### config.mk
export PLATFORM = sky130hd
export DESIGN_NAME = blob_tracker
export DESIGN_NICKNAME = d
export VERILOG_FILES = /design/src/rtl/blob_tracker.sv
export SDC_FILE = /design/constraint.sdc
export NUM_CORES = 1
export LEC_CHECK = 0
export ABC_AREA = 0
export BUFFER_PORTS_ARGS = -buffer_cell sky130_fd_sc_hd__buf_2
export CAP_MARGIN = 20
export CORE_UTILIZATION = 53
export DETAILED_ROUTE_END_ITERATION = 8
export PLACE_DENSITY = 0.83
export SYNTH_ARGS = -nofsm -noshare
export SYNTH_HDL_FRONTEND = slang
export SYNTH_SLANG_ARGS = --single-unit
### constraint.sdc
create_clock -name clk -period 4.4 [get_ports clk]
set_clock_uncertainty 0.1 [all_clocks]
set_input_delay 0.22 -clock clk [delete_from_list [all_inputs] [get_ports clk]]
set_output_delay 0.22 -clock clk [all_outputs]
set_load 0.02 [all_outputs]
### src/rtl/blob_tracker.sv
// Purpose : per-frame bounding box, centre and debounced valid flag for NUM_CH colour channels.
// Latency : FE pixel sampled at edge E0, results and frame_done registered at E1.
// Backpres: none; the pixel stream is free-running and every DE cycle is consumed.
//
// Ports: clk/reset (sync, active-high), enable (armed in IDLE only), x_pixel/y_pixel/DE
// video timing, pixel_match per-channel hit flags; outputs are the committed box/centre
// per channel (channel c at [c*W +: W]), pix_count, obj_valid, frame_done, frame_drop, busy.
module blob_tracker #(
   parameter int NUM_CH      = 2,
   parameter int COORD_W     = 10,
   parameter int H_ACTIVE    = 640,
   parameter int V_ACTIVE    = 480,
   parameter int CNT_W       = 19,
   parameter int MIN_PIXELS  = 64,
   parameter int HOLD_FRAMES = 2
) (
   input  logic                      clk,
   input  logic                      reset,
   input  logic                      enable,
   input  logic [COORD_W-1:0]        x_pixel,
   input  logic [COORD_W-1:0]        y_pixel,
   input  logic                      DE,
   input  logic [NUM_CH-1:0]         pixel_match,
   output logic [NUM_CH*COORD_W-1:0] box_xmin,
   output logic [NUM_CH*COORD_W-1:0] box_xmax,
   output logic [NUM_CH*COORD_W-1:0] box_ymin,
   output logic [NUM_CH*COORD_W-1:0] box_ymax,
   output logic [NUM_CH*COORD_W-1:0] center_x,
   output logic [NUM_CH*COORD_W-1:0] center_y,
   output logic [NUM_CH*CNT_W-1:0]   pix_count,
   output logic [NUM_CH-1:0]         obj_valid,
   output logic                      frame_done,
   output logic                      frame_drop,
   output logic                      busy
);

   localparam int                 MISS_W   = $clog2(HOLD_FRAMES + 2);
   localparam logic [MISS_W-1:0]  HOLD_MAX = MISS_W'(HOLD_FRAMES);
   localparam logic [COORD_W:0]   H_LIM    = (COORD_W+1)'(H_ACTIVE);
   localparam logic [COORD_W:0]   V_LIM    = (COORD_W+1)'(V_ACTIVE);
   localparam logic [CNT_W:0]     MIN_P    = (CNT_W+1)'(MIN_PIXELS);

   typedef enum logic [1:0] {IDLE, ACCUM, COMMIT} state_t;
   state_t state;

   logic [COORD_W-1:0] xmin_q [NUM_CH], xmax_q [NUM_CH], ymin_q [NUM_CH], ymax_q [NUM_CH];
   logic [COORD_W-1:0] xmin_d [NUM_CH], xmax_d [NUM_CH], ymin_d [NUM_CH], ymax_d [NUM_CH];
   logic [COORD_W-1:0] ctr_x  [NUM_CH], ctr_y  [NUM_CH];
   logic [CNT_W-1:0]   cnt_q  [NUM_CH], cnt_d  [NUM_CH];
   logic [MISS_W-1:0]  miss_q [NUM_CH];
   logic [NUM_CH-1:0]  hit;

   logic fs, fe, in_rng, start, acc_en;

   assign fs     = DE && (x_pixel == '0) && (y_pixel == '0);
   assign fe     = DE && (x_pixel == COORD_W'(H_ACTIVE-1)) && (y_pixel == COORD_W'(V_ACTIVE-1));
   assign in_rng = ({1'b0, x_pixel} < H_LIM) && ({1'b0, y_pixel} < V_LIM);
   // A frame start either arms tracking from IDLE or restarts a partial frame in ACCUM;
   // in both cases the FS pixel itself is folded into freshly initialised accumulators.
   assign start  = fs && (((state == IDLE) && enable) || (state == ACCUM));
   assign acc_en = start || ((state == ACCUM) && DE && in_rng);
   assign busy   = (state != IDLE);

   always_comb begin
      for (int c = 0; c < NUM_CH; c++) begin
         xmin_d[c] = start ? '1 : xmin_q[c];
         xmax_d[c] = start ? '0 : xmax_q[c];
         ymin_d[c] = start ? '1 : ymin_q[c];
         ymax_d[c] = start ? '0 : ymax_q[c];
         cnt_d[c]  = start ? '0 : cnt_q[c];
         if (pixel_match[c]) begin
            if (x_pixel < xmin_d[c]) xmin_d[c] = x_pixel;
            if (x_pixel > xmax_d[c]) xmax_d[c] = x_pixel;
            if (y_pixel < ymin_d[c]) ymin_d[c] = y_pixel;
            if (y_pixel > ymax_d[c]) ymax_d[c] = y_pixel;
            if (cnt_d[c] != '1)      cnt_d[c]  = cnt_d[c] + 1'b1;
         end
         // Sum at COORD_W+1 bits so the midpoint never wraps.
         ctr_x[c] = COORD_W'(({1'b0, xmin_q[c]} + {1'b0, xmax_q[c]}) >> 1);
         ctr_y[c] = COORD_W'(({1'b0, ymin_q[c]} + {1'b0, ymax_q[c]}) >> 1);
         hit[c]   = ({1'b0, cnt_q[c]} >= MIN_P);
      end
   end

   always_ff @(posedge clk) begin
      if (reset) begin
         state      <= IDLE;
         frame_done <= 1'b0;
         frame_drop <= 1'b0;
         box_xmin   <= '0;
         box_xmax   <= '0;
         box_ymin   <= '0;
         box_ymax   <= '0;
         center_x   <= '0;
         center_y   <= '0;
         pix_count  <= '0;
         obj_valid  <= '0;
         for (int c = 0; c < NUM_CH; c++) begin
            xmin_q[c] <= '0;
            xmax_q[c] <= '0;
            ymin_q[c] <= '0;
            ymax_q[c] <= '0;
            cnt_q[c]  <= '0;
            miss_q[c] <= '0;
         end
      end else begin
         frame_done <= 1'b0;
         frame_drop <= 1'b0;
         if (acc_en) begin
            for (int c = 0; c < NUM_CH; c++) begin
               xmin_q[c] <= xmin_d[c];
               xmax_q[c] <= xmax_d[c];
               ymin_q[c] <= ymin_d[c];
               ymax_q[c] <= ymax_d[c];
               cnt_q[c]  <= cnt_d[c];
            end
         end
         case (state)
            IDLE: begin
               if (fs && enable) state <= ACCUM;
            end
            ACCUM: begin
               // Restart wins: a new FS means the previous frame was truncated.
               if (fs)      frame_drop <= 1'b1;
               else if (fe) state      <= COMMIT;
            end
            COMMIT: begin
               state      <= IDLE;
               frame_done <= 1'b1;
               for (int c = 0; c < NUM_CH; c++) begin
                  pix_count[c*CNT_W +: CNT_W] <= cnt_q[c];
                  if (hit[c]) begin
                     box_xmin[c*COORD_W +: COORD_W] <= xmin_q[c];
                     box_xmax[c*COORD_W +: COORD_W] <= xmax_q[c];
                     box_ymin[c*COORD_W +: COORD_W] <= ymin_q[c];
                     box_ymax[c*COORD_W +: COORD_W] <= ymax_q[c];
                     center_x[c*COORD_W +: COORD_W] <= ctr_x[c];
                     center_y[c*COORD_W +: COORD_W] <= ctr_y[c];
                     obj_valid[c] <= 1'b1;
                     miss_q[c]    <= '0;
                  end else if (miss_q[c] < HOLD_MAX) begin
                     miss_q[c] <= miss_q[c] + 1'b1;
                  end else begin
                     // Box and centre stay stale; obj_valid qualifies them.
                     obj_valid[c] <= 1'b0;
                  end
               end
            end
            default: state <= IDLE;
         endcase
      end
   end

endmodule

== Word-level counts from Yosys, hierarchy flattened ==
Memories as Yosys holds them, arrays and structs flattened.
Index checks and enable logic that the tools add are counted.
W data, S select, Z words.

* Word-level logic and storage cells: 171
* RAM bits: 122
* Bits in registers: 164
* Input bits: 26
* Memories: 6

* Equal/unequal tests: 11
* Add/subtract/negate cells: 8
* Bitwise logic cells: 15
* Order comparisons: 14
* Reduce and logical (&&, ||, !) cells: 22
* Mux-type cells: 77

{| class="wikitable"
|+ Memories
! memory !! words !! width !! read ports !! clocked after memory_dff !! wr ports !! line !! source
|-
| cnt_q || 2 || 19 || 2 || 0 || 2 || 49 || <nowiki>logic [CNT_W-1:0] cnt_q [NUM_CH], cnt_d [NUM_CH];</nowiki>
|-
| xmax_q || 2 || 10 || 2 || 0 || 2 || 46 || <nowiki>logic [COORD_W-1:0] xmin_q [NUM_CH], xmax_q [NUM_CH], ymin_q [NUM_CH], ymax_q [NUM_CH];</nowiki>
|-
| xmin_q || 2 || 10 || 2 || 0 || 2 || 46 ||
|-
| ymax_q || 2 || 10 || 2 || 0 || 2 || 46 ||
|-
| ymin_q || 2 || 10 || 2 || 0 || 2 || 46 ||
|-
| miss_q || 2 || 2 || 2 || 0 || 2 || 50 || <nowiki>logic [MISS_W-1:0] miss_q [NUM_CH];</nowiki>
|}

{| class="wikitable"
|+ Operator list
! cell !! count
|-
| $mux W10 || 32
|-
| $mux W19 || 8
|-
| $add A10 B10 Y11 || 4
|-
| $gt A10 B10 Y1 || 4
|-
| $lt A10 B10 Y1 || 4
|-
| $add A19 B1 Y19 const B || 2
|-
| $ge A19 B7 Y1 const B || 2
|-
| $ne A19 B19 Y1 const B || 2
|-
| $mux W1 || 29
|-
| $logic_not A10 Y1 || 2
|-
| $mux W2 || 7
|-
| $or A1 B1 Y1 || 14
|-
| $eq A10 B10 Y1 const B || 1
|-
| $eq A10 B9 Y1 const B || 1
|-
| $logic_and A1 B1 Y1 || 10
|-
| $lt A10 B10 Y1 const B || 1
|-
| $lt A10 B9 Y1 const B || 1
|-
| $ne A2 B2 Y1 const B || 4
|-
| $reduce_and A2 Y1 || 4
|-
| $add A2 B1 Y2 const B || 2
|-
| $lt A2 B2 Y1 const B || 2
|-
| $pmux W2 S2 || 1
|-
| $reduce_and A3 Y1 || 1
|-
| $eq A2 B1 Y1 const B || 1
|-
| 7 further kinds || 8
|}

== Depth between registers and ports, before layout ==
Gate-level depths: netlist of run 1.

* Word-level depth: 9
* Gate-level depth with buffers: 16
* Mapped depth without buffers: 11

== Worst setup path before layout of run 1 ==
No wires, ideal clock.

* Path kind: input-to-reg
* From: in y_pixel[0]
* To: mem cnt_q[0][0] (enable)
* Data arrival time: 3.999 ns
* Setup slack: -0.180 ns
* Path buffers: 2
* Required time: 3.819 ns
* Stages: 7
* Path through: buf_4 -> nor4_1 -> nand4_1 -> nor3_1 -> clkbuf_1 -> nor2_1 -> nand2_1

{| class="wikitable"
|+ RTL lines
! what !! line !! source
|-
| from (decl) || 21 || <nowiki>input logic [COORD_W-1:0] y_pixel,</nowiki>
|-
| to (decl) || 49 ||
|}

==> results.json, run 1 <==
{
  "outcome": "complete, no violations",
  "antenna_left": 0,
  "finalSetupTns_ns": 0,
  "via_count_of_the_first_global_routing_pass": 13600,
  "starting_drt_drc_count": 1193,
  "cap_violations": 0,
  "rr_endpoint": "xmin_q[0][4]",
  "clock_tree.root_cell": "sky130_fd_sc_hd__clkbuf_16",
  "detail_route.first_pass.iterations": 5,
  "timing.rr.start": "state[0]",
  "syn-mean-instance-area_um2": 8.90,
  "final_core_util_pct": 62.4,
  "synthesis.nets": 1918,
  "synthTopCellsByArea": "sky130_fd_sc_hd__edfxtp_1 (23%), sky130_fd_sc_hd__dfxtp_1 (21%), sky130_fd_sc_hd__ha_1 (9.0%)",
  "cts.path.max_buffers": 3,
  "power-per-cell-area_nw_per_um2": 337,
  "synth_cell_types": 68,
  "holdWs_ns": 0.0111,
  "power.static_leakage_nw": 7.25,
  "drive_gt1_share_pct": 17.4,
  "fin_total_pwr_w": 0.00610,
  "die-height_um": 175,
  "core_area_um2": 29000,
  "synth-async-reset-ratio_pct": 0,
  "timing.critical_path.required_ns": 4.66,
  "pwr-share-comb_pct": 8.3,
  "seq_area_frac_synth_pct": 44.0,
  "ff2ff_path_depth": 12,
  "dieWidth_um": 175,
  "grt_setup_unrepaired": "false",
  "ctsHtreeMaxLevel": 1,
  "cts_inserted_buffers": 31,
  "grt_start_max_net_pins": 103,
  "maxClockFrequency_mhz": 244,
  "mappedNetlistArea_um2": 15800,
  "start_util_pct": 54.4,
  "place.port_buffers": 188,
  "final_weighted_congestion_of_routability_driven_global_placement": 0.907,
  "tritoncts_num_sinks": 286,
  "global_route.overflow_total": 0,
  "hold-path-cell-count": 3,
  "finalCritPeriodShare_pct": 93.0,
  "postSynthCellCount": 1774,
  "setup_slack_of_the_most_critical_reg_to_reg_path_ns": 0.47,
  "period_needed_ns": 4.09,
  "internal_power_w": 0.00468,
  "max_slew_margin_pct": 30.6,
  "worstHoldEndpoint": "state[1]",
  "setup_viol": 0,
  "yosys_warnings": 0,
  "avgViaCountPerCell": 5.95,
  "hold_class": "in2reg",
  "path_class": "in2reg",
  "crit_path_max_fanout": 27,
  "net-switching-power_w": 0.00142,
  "fp.dieArea_um2": 30500,
  "ir_worst_vdd_mv": 0.284,
  "timing_worst_slew_pin_value_ns": 1.04,
  "sw_frac_of_total_pct": 23.3,
  "hold_start": "x_pixel[9]",
  "yosys.area.top_type_share_pct": 23.2,
  "via_count": 13900,
  "power.share.sequential_pct": 46.9,
  "clk_pin_slew_worst_paths_ns": 0.06,
  "grt_first_pass_wirelength_mm": 69.8,
  "post-synth-top-area-cell": "sky130_fd_sc_hd__edfxtp_1",
  "mostFrequentLayoutCell": "sky130_fd_sc_hd__nand2_1",
  "area.growth.synth_to_final_pct": 14.8,
  "end_kind": "register",
  "antenna_found_initial": 0,
  "hpwl_after_dpl_mm": 31.0,
  "gr-usage-all-layers_pct": 28.2,
  "worst_ep_arrival_time_ns": 4.35,
  "drt-wirelength-per-cell_um": 18.7,
  "ys_dominant_reg_cell": "sky130_fd_sc_hd__dfxtp_1",
  "routed_wl_mm": 43.7,
  "endpoints_failing_hold": 0,
  "layout_common_cells": "sky130_fd_sc_hd__nand2_1 (367), sky130_fd_sc_hd__buf_2 (187), sky130_fd_sc_hd__a21oi_1 (179)",
  "power.clock.fraction_pct": 44.7,
  "slew_violations": 0,
  "cts_tree": "done",
  "design.portCount": 189,
  "final_nets": 2070,
  "antenna_cells_inserted": 0,
  "std_cell_rows": 62,
  "drc_markers": 0,
  "post-cts-setup-buffers": 0,
  "final_worst_path_setup_slack_ns": 0.306,
  "ys_seq_elements": 286,
  "start_kind": "input port",
  "dp_slack_ns": 0.297,
  "worst_skew_pair.late_latency_ns": 0.56,
  "synth-edff-count": 122
}
## how the worst max path moves through the flow
stage	from	to
2_1_floorplan	x_pixel[0]	ymin_q[0][10]
3_3_place_gp	x_pixel[0]	xmin_q[0][4]
3_5_place_dp	x_pixel[0]	xmin_q[0][4]
4_1_cts	x_pixel[6]	xmin_q[0][4]
5_1_grt	x_pixel[6]	xmin_q[0][9]
6_report	x_pixel[6]	xmin_q[0][4]
## cell usage after synthesis, types with 4 or more instances
master and instances:
sky130_fd_sc_hd__nand4b_1 5, sky130_fd_sc_hd__clkbuf_1 70, sky130_fd_sc_hd__o41ai_1 4, sky130_fd_sc_hd__nor2b_1 16, sky130_fd_sc_hd__or4_1 8, sky130_fd_sc_hd__a21o_1 16
sky130_fd_sc_hd__o21a_1 10, sky130_fd_sc_hd__mux2_2 36, sky130_fd_sc_hd__nor4b_1 4, sky130_fd_sc_hd__nand4_1 26, sky130_fd_sc_hd__a41oi_1 4, sky130_fd_sc_hd__nand3b_1 4
sky130_fd_sc_hd__a31oi_1 5, sky130_fd_sc_hd__inv_1 49, sky130_fd_sc_hd__nand2b_1 8, sky130_fd_sc_hd__and2_1 16, sky130_fd_sc_hd__and4_1 10, sky130_fd_sc_hd__o31ai_1 6
sky130_fd_sc_hd__nor3_1 18, sky130_fd_sc_hd__nor2_1 167, sky130_fd_sc_hd__or2_2 8, sky130_fd_sc_hd__xor2_1 18, sky130_fd_sc_hd__nor4_1 23, sky130_fd_sc_hd__buf_4 8
sky130_fd_sc_hd__edfxtp_1 122, sky130_fd_sc_hd__and3_1 8, sky130_fd_sc_hd__xnor2_1 27, sky130_fd_sc_hd__nand3_1 33, sky130_fd_sc_hd__o211ai_1 10, sky130_fd_sc_hd__a211oi_1 32
sky130_fd_sc_hd__o31a_1 8, sky130_fd_sc_hd__o21bai_1 4, sky130_fd_sc_hd__o21ai_0 55, sky130_fd_sc_hd__mux2i_1 25, sky130_fd_sc_hd__buf_2 15, sky130_fd_sc_hd__nand2_1 370
sky130_fd_sc_hd__dfxtp_1 164, sky130_fd_sc_hd__fa_1 4, sky130_fd_sc_hd__ha_1 114, sky130_fd_sc_hd__a21oi_1 179, sky130_fd_sc_hd__or3_1 18
## power groups by stage
stage | Clock (W) | Combinational, W | Sequential (W)
after floorplan | 0 | 0.000363 | 0.00289
after global placement | 0 | 0.000477 | 0.00292
after detailed placement | 0 | 0.000495 | 0.00292
after CTS | 0.00275 | 0.000500 | 0.00286
after global routing | 0.00286 | 0.000562 | 0.00286
final | 0.00273 | 0.000508 | 0.00286
## cell type report
class,instances,area (um^2)
fill,2465,10900
multi-input combinational,1340,8240
sequential,286,6950
timing repair buffer,218,1190
clock buffer,44,916
tap,384,480
inverter,49,184
clock inverter,13,163
## layer usage
metal,vias up,global-route usage (%),wire length (um)
li1,6579,-,-
met1,6609,35.7,17700
met2,576,47.6,21000
met3,121,4.46,3280
met4,0,12.1,1720
met5,-,0,0
## worst max-delay path, cell delays in order
cell	delay, ns
sky130_fd_sc_hd__dlygate4sd3_1	0.54
sky130_fd_sc_hd__buf_2	0.23
sky130_fd_sc_hd__nor4_1	0.28
sky130_fd_sc_hd__and4_1	0.38
sky130_fd_sc_hd__and2_1	0.49
sky130_fd_sc_hd__buf_4	0.43
sky130_fd_sc_hd__nor2_1	0.11
sky130_fd_sc_hd__ha_1	0.34
sky130_fd_sc_hd__nand3_1	0.15
sky130_fd_sc_hd__nor2_1	0.13
sky130_fd_sc_hd__nand4b_1	0.16
sky130_fd_sc_hd__o211ai_4	0.53
sky130_fd_sc_hd__nor2_1	0.12
sky130_fd_sc_hd__a211oi_1	0.24
## metrics by stage
step	area [um^2]	instances
5_1_grt	18100	2334
3_3_place_gp	17000	2273
4_1_cts	18100	2332
3_5_place_dp	17000	2273
6_report	18100	2334
2_1_floorplan	15800	1774
## sequential cells by signal, indices dropped and copies added (netlist names)
name	count
box_xmin	20
frame_drop	1
xmin_q	20
box_ymin	20
xmax_q	20
state	2
obj_valid	2
box_xmax	20
box_ymax	20
frame_done	1
pix_count	38
miss_q	4
cnt_q	38
ymin_q	20
center_y	20
center_x	20
ymax_q	20
## cells by family after synthesis
logic type / count (synthesis) / synth area share (%)
buffers and inverters: 148 / 3.97
AOI/OAI and AO/OA: 358 / 13.8
and+or+nand+nor: 758 / 22.0
xor gates and xnor gates: 45 / 2.50
adders and majority gates: 118 / 9.54
DFF: 286 / 44.0
muxes: 61 / 4.15
## timing repair
item,4_1_cts,5_1_grt
resized for setup,0,0
hold buffers,2,0
hold endpoints to repair,2,0
Power figures use the tool's default switching activity.
==> run 2, diff against run 1 <==
PLACE_DENSITY = default   (was 0.83)
PLACE_DENSITY_LB_ADDON = 0.12   (was default)
==> run 2 against run 1 <==
Clock power shrank 2%; non-clock buffer count is 7 higher; first-iteration DRC count down 24%; power decreased by 0.82%; maximum frequency increased by 1.5%; sequential share of layout area decreased by 0.098 points; global-route usage fell by 0.19 points; flip-flop and latch count did not move.
==> results.json, run 2 (synthesized netlist as in run 1, its figures left out) <==
{
  "outcome": "complete, no violations",
  "max_slew_margin_pct": 29.9,
  "global_route.overflow_total": 0,
  "grt_setup_unrepaired": "false",
  "end_kind": "register",
  "hpwl_after_dpl_mm": 30.7,
  "crit_path_max_fanout": 14,
  "fillCellCount": 2564,
  "final_worst_path_setup_slack_ns": 0.368,
  "slew_violations": 0,
  "tritoncts_num_sinks": 286,
  "finalSetupTns_ns": 0,
  "core_area_um2": 29000,
  "drc_markers": 0,
  "hold_class": "in2reg",
  "worst_ep_arrival_time_ns": 4.21,
  "cts_inserted_buffers": 31,
  "dieWidth_um": 175,
  "die-height_um": 175,
  "power-per-cell-area_nw_per_um2": 333,
  "sequential_cell_area_um2": 6950,
  "final_nets": 2077,
  "avgViaCountPerCell": 5.82,
  "dp_slack_ns": 0.198,
  "timing_worst_slew_pin_value_ns": 1.05,
  "endpoints_failing_hold": 0,
  "grt_first_pass_wirelength_mm": 68.3,
  "gr-usage-all-layers_pct": 28.0,
  "mostFrequentLayoutCell": "sky130_fd_sc_hd__nand2_1",
  "finalCritPeriodShare_pct": 91.6,
  "antenna_left": 0,
  "design.portCount": 189,
  "fp.dieArea_um2": 30500,
  "start_kind": "input port",
  "cts.path.max_buffers": 3,
  "antenna_cells_inserted": 0,
  "starting_drt_drc_count": 910,
  "final_weighted_congestion_of_routability_driven_global_placement": 0.914,
  "detail_route.first_pass.iterations": 7,
  "fin_total_pwr_w": 0.00605,
  "ir_worst_vdd_mv": 0.289,
  "drive_gt1_share_pct": 17.6,
  "area.growth.synth_to_final_pct": 15.1,
  "power.static_leakage_nw": 7.27,
  "ctsHtreeMaxLevel": 1,
  "period_needed_ns": 4.03,
  "setup_viol": 0,
  "via_count": 13600,
  "routed_wl_mm": 43.3,
  "place.port_buffers": 188,
  "worst_skew_pair.late_latency_ns": 0.57,
  "path_class": "in2reg",
  "cap_violations": 0,
  "drt-wirelength-per-cell_um": 18.5,
  "std_cell_rows": 62,
  "antenna_found_initial": 0,
  "layout_common_cells": "sky130_fd_sc_hd__nand2_1 (367), sky130_fd_sc_hd__buf_2 (187), sky130_fd_sc_hd__a21oi_1 (179)",
  "start_util_pct": 54.4,
  "via_count_of_the_first_global_routing_pass": 12700,
  "cts_tree": "done",
  "maxClockFrequency_mhz": 248,
  "multi_input_comb_area_um2": 8230,
  "clk_pin_slew_worst_paths_ns": 0.06,
  "timing.critical_path.required_ns": 4.58,
  "grt_start_max_net_pins": 138,
  "clock_tree.root_cell": "sky130_fd_sc_hd__clkbuf_16",
  "largest_registers": "cnt_q x38, pix_count x38"
}
run 2: cell types whose count changed in the layout (fill, tap and decap cells not counted), moves of 3 or more:
cell	previous run	this run
sky130_fd_sc_hd__buf_4	28	33
sky130_fd_sc_hd__bufinv_16	4	1
sky130_fd_sc_hd__clkbuf_1	5	8
sky130_fd_sc_hd__clkbuf_16	32	35
sky130_fd_sc_hd__clkinv_2	7	2
run 2: cell type report:
cell class                 instances  share of cell area (%)
inverter                          49                    1.01
clock buffer                      49                    5.41
tap                              384                    2.65
sequential                       286                    38.3
clock inverter                     8                   0.441
multi-input combinational       1340                    45.3
timing repair buffer             225                    6.90
run 2: worst paths after layout:
| check | start | to | slack, ns | cells past startpoint |
|---|---|---|---|---|
| setup / recovery | x_pixel[9] | ymin_q[0][9] | 0.37 | 14 |
| hold / removal | reset | center_x[1] | 0.03 | 2 |
| setup reg to reg | state[0] | ymin_q[0][9] | 0.56 | 12 |
| hold reg to reg | center_y[15] | center_y[15] | 0.35 | 2 |
run 2: what timing repair did:
| action | CTS | global route |
|---|---|---|
| buffers inserted | 0 | 0 |
| hold endpoints to repair | 2 | 0 |
| endpoints found under the setup margin | 0 | 0 |
| resized for setup | 0 | 0 |
| hold buffers | 3 | 0 |
run 2: per-stage QoR:
step / util (%) / hold slack [ns] / std cells / cell area, um^2
after floorplan: - / 0.272 / 1774 / 15800
after global placement: 58.8 / 0.338 / 2280 / 17100
after detailed placement: 58.8 / 0.344 / 2280 / 17100
after CTS: 62.6 / 0.0101 / 2340 / 18200
after global routing: 62.6 / 0.0399 / 2341 / 18200
final: 62.6 / 0.0264 / 2341 / 18200
run 2: power by group:
group          switching, W  internal [W]
logic              0.000305      0.000205
registers         0.0000593       0.00280
clock network       0.00109       0.00159
run 2: critical path, cell delays in order:
cell,delay (ns)
sky130_fd_sc_hd__dlygate4sd3_1,0.53
sky130_fd_sc_hd__buf_2,0.23
sky130_fd_sc_hd__nor4_1,0.28
sky130_fd_sc_hd__and4_1,0.42
sky130_fd_sc_hd__and2_1,0.56
sky130_fd_sc_hd__buf_4,0.26
sky130_fd_sc_hd__nor2_1,0.05
sky130_fd_sc_hd__ha_1,0.30
sky130_fd_sc_hd__o21ai_0,0.07
sky130_fd_sc_hd__or4b_2,0.60
sky130_fd_sc_hd__o31ai_1,0.09
sky130_fd_sc_hd__a21oi_1,0.21
sky130_fd_sc_hd__buf_4,0.24
sky130_fd_sc_hd__nor3b_1,0.14
run 2: metal layers:
metal / share of wire [%] / vias up / wire, um / global-route usage (%)
li1: - / 6617 / - / -
met1: 43 / 6491 / 18800 / 36.9
met2: 47 / 422 / 20500 / 46.6
met3: 5.4 / 98 / 2340 / 3.74
met4: 3.8 / 2 / 1640 / 10.8
met5: 0.097 / - / 42 / 0.962
